===== src/rtl/rv_instr_encoder.sv =====
// rv_instr_encoder: sequential RV32I encoder that writes encoded words into instruction memory
module rv_instr_encoder #(
  parameter logic [31:0] BASE_ADDR = 32'h0000_0000,
  parameter int DEPTH = 256
) (
  input  logic        clk,
  input  logic        rst,
  input  logic        clear,
  input  logic        in_valid,
  output logic        in_ready,
  input  logic [4:0]  op_sel,
  input  logic [4:0]  rd,
  input  logic [4:0]  rs1,
  input  logic [4:0]  rs2,
  input  logic [31:0] imm,
  output logic        imem_we,
  output logic [31:0] imem_addr,
  output logic [31:0] imem_wdata,
  output logic        err,
  output logic [1:0]  err_code,
  output logic [15:0] count,
  output logic        full
);
  typedef enum logic [1:0] {IDLE, LATCH, ENC, WRITE} state_t;
  state_t state, state_nx;
  logic [4:0] op_q, rd_q, rs1_q, rs2_q;
  logic [31:0] imm_q, word;
  logic [1:0] chk, chk_q;
  logic [2:0] f3;
  logic [6:0] opc, f7;
  logic is_r, is_i, is_s, is_b, is_j, is_u, fits12, fits13, fits21;
  assign is_r = op_q <= 5'd4;
  assign is_i = (op_q >= 5'd5 && op_q <= 5'd9) || op_q == 5'd11;
  assign is_s = op_q == 5'd10;
  assign is_j = op_q == 5'd12;
  assign is_b = op_q >= 5'd13 && op_q <= 5'd16;
  assign is_u = op_q == 5'd17;
  always_comb begin
    f3 = 3'b000;
    case (op_q)
      5'd2:                     f3 = 3'b111;
      5'd3, 5'd7:               f3 = 3'b110;
      5'd4, 5'd8, 5'd9, 5'd10:  f3 = 3'b010;
      5'd6, 5'd15:              f3 = 3'b100;
      5'd14:                    f3 = 3'b001;
      5'd16:                    f3 = 3'b101;
      default:                  f3 = 3'b000;
    endcase
  end
  assign opc = is_r ? 7'b0110011 : op_q == 5'd9 ? 7'b0000011 : op_q == 5'd11 ? 7'b1100111 :
               is_i ? 7'b0010011 : is_s ? 7'b0100011 : is_b ? 7'b1100011 :
               is_j ? 7'b1101111 : 7'b0110111;
  assign f7 = op_q == 5'd1 ? 7'b0100000 : 7'b0000000;
  assign word = is_r ? {f7, rs2_q, rs1_q, f3, rd_q, opc} :
                is_i ? {imm_q[11:0], rs1_q, f3, rd_q, opc} :
                is_s ? {imm_q[11:5], rs2_q, rs1_q, f3, imm_q[4:0], opc} :
                is_b ? {imm_q[12], imm_q[10:5], rs2_q, rs1_q, f3, imm_q[4:1], imm_q[11], opc} :
                is_j ? {imm_q[20], imm_q[10:1], imm_q[11], imm_q[19:12], rd_q, opc} :
                       {imm_q[31:12], rd_q, opc};
  // a signed value fits in N bits when all bits above N-1 equal the sign bit
  assign fits12 = &imm_q[31:11] || ~|imm_q[31:11];
  assign fits13 = &imm_q[31:12] || ~|imm_q[31:12];
  assign fits21 = &imm_q[31:20] || ~|imm_q[31:20];
  assign chk = op_q > 5'd17 ? 2'd1 :
               (((is_b || is_j) && imm_q[0]) || (is_u && |imm_q[11:0])) ? 2'd3 :
               (((is_i || is_s) && !fits12) || (is_b && !fits13) || (is_j && !fits21)) ? 2'd2 : 2'd0;
  assign full = count == 16'(DEPTH);
  assign in_ready = state == IDLE && !full;
  assign imem_we = state == WRITE;
  always_comb begin
    state_nx = state;
    case (state)
      IDLE:    state_nx = in_valid && in_ready ? LATCH : IDLE;
      LATCH:   state_nx = ENC;
      ENC:     state_nx = chk_q == 2'd0 ? WRITE : IDLE;
      default: state_nx = IDLE;
    endcase
  end
  always_ff @(posedge clk)
    if (rst || clear) state <= IDLE;
    else state <= state_nx;
  always_ff @(posedge clk) begin
    if (rst) begin
      imem_addr <= BASE_ADDR;
      imem_wdata <= '0;
      err <= 1'b0;
      err_code <= 2'd0;
      count <= '0;
      chk_q <= 2'd0;
    end else if (clear) begin
      imem_addr <= BASE_ADDR;
      err <= 1'b0;
      err_code <= 2'd0;
      count <= '0;
    end else begin
      if (state == IDLE && in_valid && in_ready) begin
        op_q <= op_sel;
        rd_q <= rd;
        rs1_q <= rs1;
        rs2_q <= rs2;
        imm_q <= imm;
      end
      if (state == LATCH) begin
        imem_wdata <= word;
        chk_q <= chk;
      end
      if (state == ENC && chk_q != 2'd0 && !err) begin
        err <= 1'b1;
        err_code <= chk_q;
      end
      if (state == WRITE) begin
        imem_addr <= imem_addr + 32'd4;
        count <= count + 16'd1;
      end
    end
  end
endmodule


===== config.mk =====
export PLATFORM = sky130hd
export DESIGN_NAME = rv_instr_encoder
export DESIGN_NICKNAME = d
export VERILOG_FILES = /design/src/rtl/rv_instr_encoder.sv
export SDC_FILE = /design/constraint.sdc
export NUM_CORES = 1
export LEC_CHECK = 0
export CORE_UTILIZATION = 46
export CTS_CLUSTER_DIAMETER = 50
export DETAILED_ROUTE_END_ITERATION = 8
export GPL_TIMING_DRIVEN = 0
export HOLD_SLACK_MARGIN = 0.12
export PLACE_DENSITY = 0.86
export SYNTH_ARGS = -nofsm -noshare
export SYNTH_HDL_FRONTEND = slang
export SYNTH_SLANG_ARGS = --single-unit
export TNS_END_PERCENT = 1

===== constraint.sdc =====
create_clock -name clk -period 2.7 [get_ports clk]
set_input_delay 0.405 -clock clk [delete_from_list [all_inputs] [get_ports clk]]
set_output_delay 0.405 -clock clk [all_outputs]
set_load 0.1 [all_outputs]

==> results of run 1 <==
==> routing by layer <==
layer / share of wire [%] / global-route usage (%) / routed length (um) / up-vias
met5: 0 / 0 / 0 / -
met4: 2.6 / 10.1 / 411 / 0
met3: 6.5 / 6.66 / 1040 / 29
met2: 48 / 39.0 / 7770 / 245
met1: 42 / 29.0 / 6810 / 2510
li1: - / - / - / 2557
==> state kept, by name, indices dropped and copies added, names as in the netlist <==
name	cells
chk_q	2
count	16
err	1
err_code	2
f3	3
imem_addr	30
imem_wdata	31
imm_q	32
op_q	5
rd_q	5
rs1_q	5
rs2_q	5
state	2
==> synth_stat cells (all sizes together), types with 7 or more instances <==
| cell type | instances | area, um2 |
|---|---|---|
| dfxtp | 87 | 1740 |
| nor2 | 87 | 337 |
| edfxtp | 52 | 1560 |
| nand2 | 35 | 134 |
| xnor2 | 30 | 263 |
| a21oi | 29 | 149 |
| o21ai | 25 | 133 |
| nor3 | 22 | 115 |
| clkbuf | 21 | 78.8 |
| inv | 21 | 78.8 |
| nand3 | 21 | 110 |
| mux2i | 19 | 190 |
| nor4 | 17 | 153 |
| buf | 14 | 105 |
| nand4 | 14 | 118 |
| a211oi | 13 | 97.6 |
| and3 | 13 | 81.3 |
| xor2 | 8 | 70.1 |
| ha | 7 | 87.6 |
| or3 | 7 | 43.8 |
==> critical path: stages (launching register included) <==
cell        delay (ns)
dfxtp_4           0.36
inv_2             0.07
ha_4              0.12
nor3b_4           0.22
a41oi_4           0.16
nand3_4           0.20
clkinvlp_4        0.89
==> cell families (layout without fill, tap and decap cells) <==
| logic type | Yosys count | after routing | synth area share, % |
|---|---|---|---|
| buffers and inverters | 56 | 225 | 4.18 |
| and+or+nand+nor | 255 | 255 | 22.1 |
| DFF | 139 | 139 | 52.5 |
| AOI/OAI and AO/OA | 103 | 103 | 10.8 |
| muxes | 22 | 22 | 3.56 |
| adders and majority gates | 7 | 7 | 1.39 |
| xor gates and xnor gates | 38 | 38 | 5.29 |
| other | 1 | 2 | 0.0597 |
==> cell usage in the layout (no fill, tap or decap), types with 5 or more instances in the layout <==
master	instances
or3_1	7
nor2_1	85
inv_1	14
xnor2_1	30
xor2_1	8
nor4_1	9
a21boi_0	5
mux2i_1	18
clkbuf_16	17
clkbuf_1	22
nor4_2	5
and3_1	13
o21ai_1	12
o21ai_0	11
dfxtp_4	10
a211oi_1	13
a31oi_1	5
nor3_1	21
dfxtp_2	6
buf_2	6
clkdlybuf4s50_1	135
nand4_1	12
nor2b_1	5
nand3_1	20
a21oi_1	27
inv_2	6
nand2_1	34
edfxtp_1	52
dfxtp_1	71
==> worst paths after layout <==
| check | start | end | slack [ns] | cells after the start |
|---|---|---|---|---|
| max | count[1] | imm_q[0] | 0.06 | 6 |
| min | imem_wdata[3] | imem_wdata[3] | 0.46 | 2 |
| max reg2reg | count[1] | imm_q[0] | 0.06 | 6 |
| min reg2reg | imem_wdata[3] | imem_wdata[3] | 0.46 | 2 |
==> power breakdown <==
part	internal (mW)	total, mW	switching, mW
clock	1.40	2.26	0.866
sequential	2.21	2.24	0.0297
combinational	0.159	0.434	0.275
total	3.77	4.94	1.17
==> layout make-up <==
| type | instances | area [um2] | area share, % |
|---|---|---|---|
| plain buffers | 35 | 184 | 2.13 |
| clock inverters | 11 | 119 | 1.38 |
| flip-flops and latches | 139 | 3350 | 38.8 |
| inverters | 21 | 82.6 | 0.956 |
| repair buffers | 138 | 1380 | 15.9 |
| multi-input cells | 427 | 2850 | 33.0 |
| well taps | 176 | 220 | 2.55 |
| clock buffers | 20 | 457 | 5.29 |
==> through the flow <==
| step | TNS, ns | area (um2) | hold WS, ns |
|---|---|---|---|
| after global routing | -6.92 | 8640 | 0.484 |
| after global placement | -2.05 | 8020 | 0.443 |
| after CTS | 0 | 8640 | 0.456 |
| after floorplan | -13.20 | 6420 | 0.449 |
| final | 0 | 8640 | 0.460 |
| after detailed placement | -7.54 | 8020 | 0.448 |
==> what timing repair did <==
action | CTS | global route
gates cloned | 0 | 0
setup endpoints to repair | 55 | 53
gates resized for setup | 10 | 2
pin swaps | 0 | 1
==> results.ini, run 1 <==
[outcome]
outcome=finished clean

[logic_synthesis]
syn_inst=621
synth_area_um2=6290
ys.flop_type=dfxtp_1
synth_cell_types=73
synth-async-reset-ratio_pct=0
yosysSeqAreaShare_pct=52.5
yosys_warnings=0
synth_edf_count=52
syn_avg_cell_area_um2=10.1
yosys_register_bits=139

[setup_path]
critPathMaxFanout=52
path_class=flop to flop
worst_setup_path_start_kind=flop
required_ns=2.53
crit_arrival_ns=2.47
endpoint_kind=flop

[placed_design]
dp.cells=936
dpl.hpwl_mm=11.4
pre_cts_slack_ns=-0.148
gp_congestion=0.904
port_buffers=138

[floorplanning]
die_y_um=119
initial_core_util_pct=47.3
io-pin-count=142
die_width_um=119
row_count=42
core_um2=13300
dieArea_um2=14100

[routing]
postRouteAntennaNets=0
via_per_inst=5.52
routed_wl_mm=16.0
vias=5341
dr.pass1.iters=5
wl_per_cell_um=16.6
drc=0
drtIter0Drc=521

[final_layout]
final_nets=842
fin_cells=967
drive_gt1_share_pct=12.5
final_util_pct=65.0
diodes=0
fillers=1030
area_growth_pct=37.4

[clock_network]
clkLatencyLatePin_ns=0.42
cts_hold_buffers=0
cts_tree=done
cts_inserted_buffers=17
htreeDepth=4
cts_root_buf=clkbuf_16
postCtsSetupRepairBufs=0
cts_max_path_buffers=2
clk_pin_slew_ns=0.06
cts_sinks=139

[timing]
fin_ws_ns=0.0612
setup_viol=0
fin_crit_sh_pct=97.7
worst_pin_slew_ns=1.08
fmax_mhz=379
finalHoldViolations=0
period_needed_ns=2.64
rsz0062_at_grt=true
drv_slew=0
slew_headroom_pct=27.9
clock_skew_ns=0.00654

[global_route]
grt_max_degree=53
antenna_found_initial=0
overflow=0
first_global_vias=5126
grt_usage_pct=23.7
grt_pass1_wl_mm=25.9

[power]
ir_drop_uv=500
leakage_nw=2.89
power_density_nw_per_um2=572
power.total_mw=4.94

[job]
cap_violations=0

[min_path]
hold_class=flop to flop

Power figures use the tool's default switching activity.
==> run 2, diff against run 1 <==
- ABC_AREA: default -> 1
- CORE_UTILIZATION: 46 -> 47
- MAX_ROUTING_LAYER: default -> met4
- SKIP_LAST_GASP: default -> 1
==> results.ini, run 2 <==
[timing]
slew_headroom_pct=29.6  ; +1.7 points
drv_slew=0  ; unchanged
fmax_mhz=375  ; -0.97%
period_needed_ns=2.66  ; +0.0259 ns
fin_ws_ns=0.0353  ; -0.0259 ns
rsz0062_at_grt=true
setup_viol=0  ; unchanged
worst_pin_slew_ns=1.05  ; -0.0266 ns
clock_skew_ns=0.0103  ; +0.00374 ns
finalHoldViolations=0  ; unchanged
fin_crit_sh_pct=98.7  ; +0.96 points
hold_ws_ns=0.200  ; -0.260 ns

[setup_path]
critPathMaxFanout=8  ; -85%
endpoint_kind=output port
crit_slowest_cell=clkdlybuf4s50_1
crit_buf_inv=2  ; unchanged
worst_setup_path_start_kind=flop
crit_chain=nand2_4, inv_6, clkdlybuf4s50_1
critPathMaxStageDelay_ns=1.13  ; +0.24 ns
required_ns=2.30  ; -0.23 ns
crit_arrival_ns=2.26  ; -0.21 ns
critPathTopFamily=buffers and inverters
path_class=flop to output port

[routing]
dr.pass1.iters=6  ; +1
drtIter0Drc=618  ; +19%
via_per_inst=5.23  ; -5.3%
drc=0  ; unchanged
postRouteAntennaNets=0  ; unchanged
vias=6352  ; +19%
routed_wl_mm=17.8  ; +11%
wl_per_cell_um=14.7  ; -12%

[global_route]
antenna_found_initial=0  ; unchanged
first_global_vias=6026  ; +18%
grt_max_degree=56  ; +5.7%
overflow=0  ; unchanged
grt_pass1_wl_mm=28.7  ; +11%
grt_usage_pct=25.6  ; +1.9 points

[outcome]
outcome=finished clean

[logic_synthesis]
synth-simple-area-share_pct=30.6  ; +8.5 points
yosys_warnings=0  ; unchanged
synth-compound-area-share_pct=9.42  ; -1.4 points
synth_top_family_by_area=simple AND/OR/NAND/NOR gates
synth_area_um2=6830  ; +8.7%
ys.flop_type=dfxtp_1
synth.area.mux_share_pct=0  ; -3.6 points
syn_avg_cell_area_um2=7.91  ; -22%
yosys_register_bits=139  ; unchanged
synth_top_area_cell=dfxtp_1
yosysMostFrequentCell=nand2_1
synth_common_cells=209 x nand2_1, 113 x inv_1, 88 x nor2_1
synthAdderAreaFrac_pct=1.28  ; -0.11 points
synth_top_cell_area_share_pct=25.5  ; -2.2 points
yosysSeqAreaShare_pct=48.4  ; -4.2 points
synth_edf_count=52  ; unchanged
syn_inst=863  ; +39%
synth-async-reset-ratio_pct=0  ; unchanged
yosys-top-cells-area=dfxtp_1 25%, edfxtp_1 23%, nand2_1 11%
synth_xor_area_share_pct=2.18  ; -3.1 points
synth_cell_types=47  ; -36%

[placed_design]
port_buffers=138  ; unchanged
dpl.hpwl_mm=13.0  ; +14%
pre_cts_slack_ns=-0.268  ; -0.120 ns
gp_congestion=0.947  ; +4.7%

[final_layout]
fillers=1130  ; +9.7%
final_cell_mix=209 x nand2_1, 136 x clkdlybuf4s50_1, 113 x inv_1
area_growth_pct=32.0
diodes=0  ; unchanged
multi_input_area_um2=2990  ; +5.0%
top_regs=imm_q (32), imem_wdata (31), imem_addr (30)
register_area_um2=3320  ; -0.75%
drive_gt1_share_pct=9.57  ; -2.9 points
final_common_cell=nand2_1
final_util_pct=64.2  ; -0.76 points
largest_reg_flops=32  ; unchanged
final_nets=1084  ; +29%
regMostFlops=imm_q

[job]
cap_violations=0  ; unchanged

[floorplanning]
io-pin-count=142  ; unchanged
initial_core_util_pct=48.6  ; +1.4 points
row_count=43  ; +2.4%
core_um2=14000  ; +5.6%
die_y_um=123  ; +3.1%
dieArea_um2=15000  ; +6.2%
die_width_um=123  ; +3.1%

[clock_network]
cts_tree=done
cts_root_buf=clkbuf_16
clkLatencyLatePin_ns=0.42  ; about the same
cts_sinks=139  ; unchanged
cts_inserted_buffers=17  ; unchanged
cts_max_path_buffers=2  ; unchanged
cts_hold_buffers=0  ; unchanged
htreeDepth=4  ; unchanged
clk_pin_slew_ns=0.06  ; about the same

[min_path]
hold_class=primary input to flop

[power]
ir_drop_uv=507  ; +1.5%
power_density_nw_per_um2=533  ; -6.9%
leakage_nw=3.52  ; +22%
power.total_mw=4.81  ; -2.8%

[run 2: routing by layer]
metal  vias to the layer above  wire length [um]  track usage, %
li1                       3140                 -               -
met1                      2919              7470            30.5
met3                        23              1410            5.20
met4                         0               312            9.07
met5                         -                 0               -
met2                       270              8600            42.8
[run 2: final timing paths]
check	to	cells after the start	start	slack [ns]
max	imem_we	3	state[0]	0.04
min	imem_wdata[3]	2	rst	0.20
min reg2reg	err_code[0]	2	err_code[0]	0.47
max reg2reg	f3[1]	13	count[0]	0.20
[run 2: per-stage QoR]
stage	setup TNS, ns	std cells	instance area (um2)
after global routing	-0.0929	1214	9020
after detailed placement	-0.542	1182	8480
after CTS	-0.0559	1214	9020
after floorplan	0	864	6870
after global placement	-0.326	1182	8480
final	0	1214	9020
[run 2: what timing repair did]
action / CTS / global route
resized for setup: 4 / 3
endpoints found under the setup margin: 2 / 5
buffers inserted: 0 / 0
hold endpoints to repair: 0 / 0
[run 2: power breakdown]
| part | internal [mW] | switching, mW | leakage, nW |
|---|---|---|---|
| combinational | 0.149 | 0.284 | 2.09 |
| clock | 1.26 | 0.864 | 0.249 |
| sequential | 2.22 | 0.0312 | 1.19 |
| total | 3.63 | 1.18 | 3.52 |
[run 2: layout make-up]
type                    instances  area share, %
clock buffers                  20           4.84
inverters                     119           5.13
multi-input cells             587           33.2
repair buffers                138           15.3
clock inverters                12           1.14
flip-flops and latches        139           36.9
well taps                     180           2.50
plain buffers                  19           1.05
[run 2: kinds of logic (layout without fill, tap and decap cells)]
group | Yosys count | in the layout
AND/OR/NAND/NOR | 445 | 445
other | 1 | 2
buffers and inverters | 138 | 308
adder cells (fa/ha/maj) | 7 | 7
AO/OA/AOI/OAI | 116 | 116
XOR/XNOR | 17 | 17
flip-flops | 139 | 139
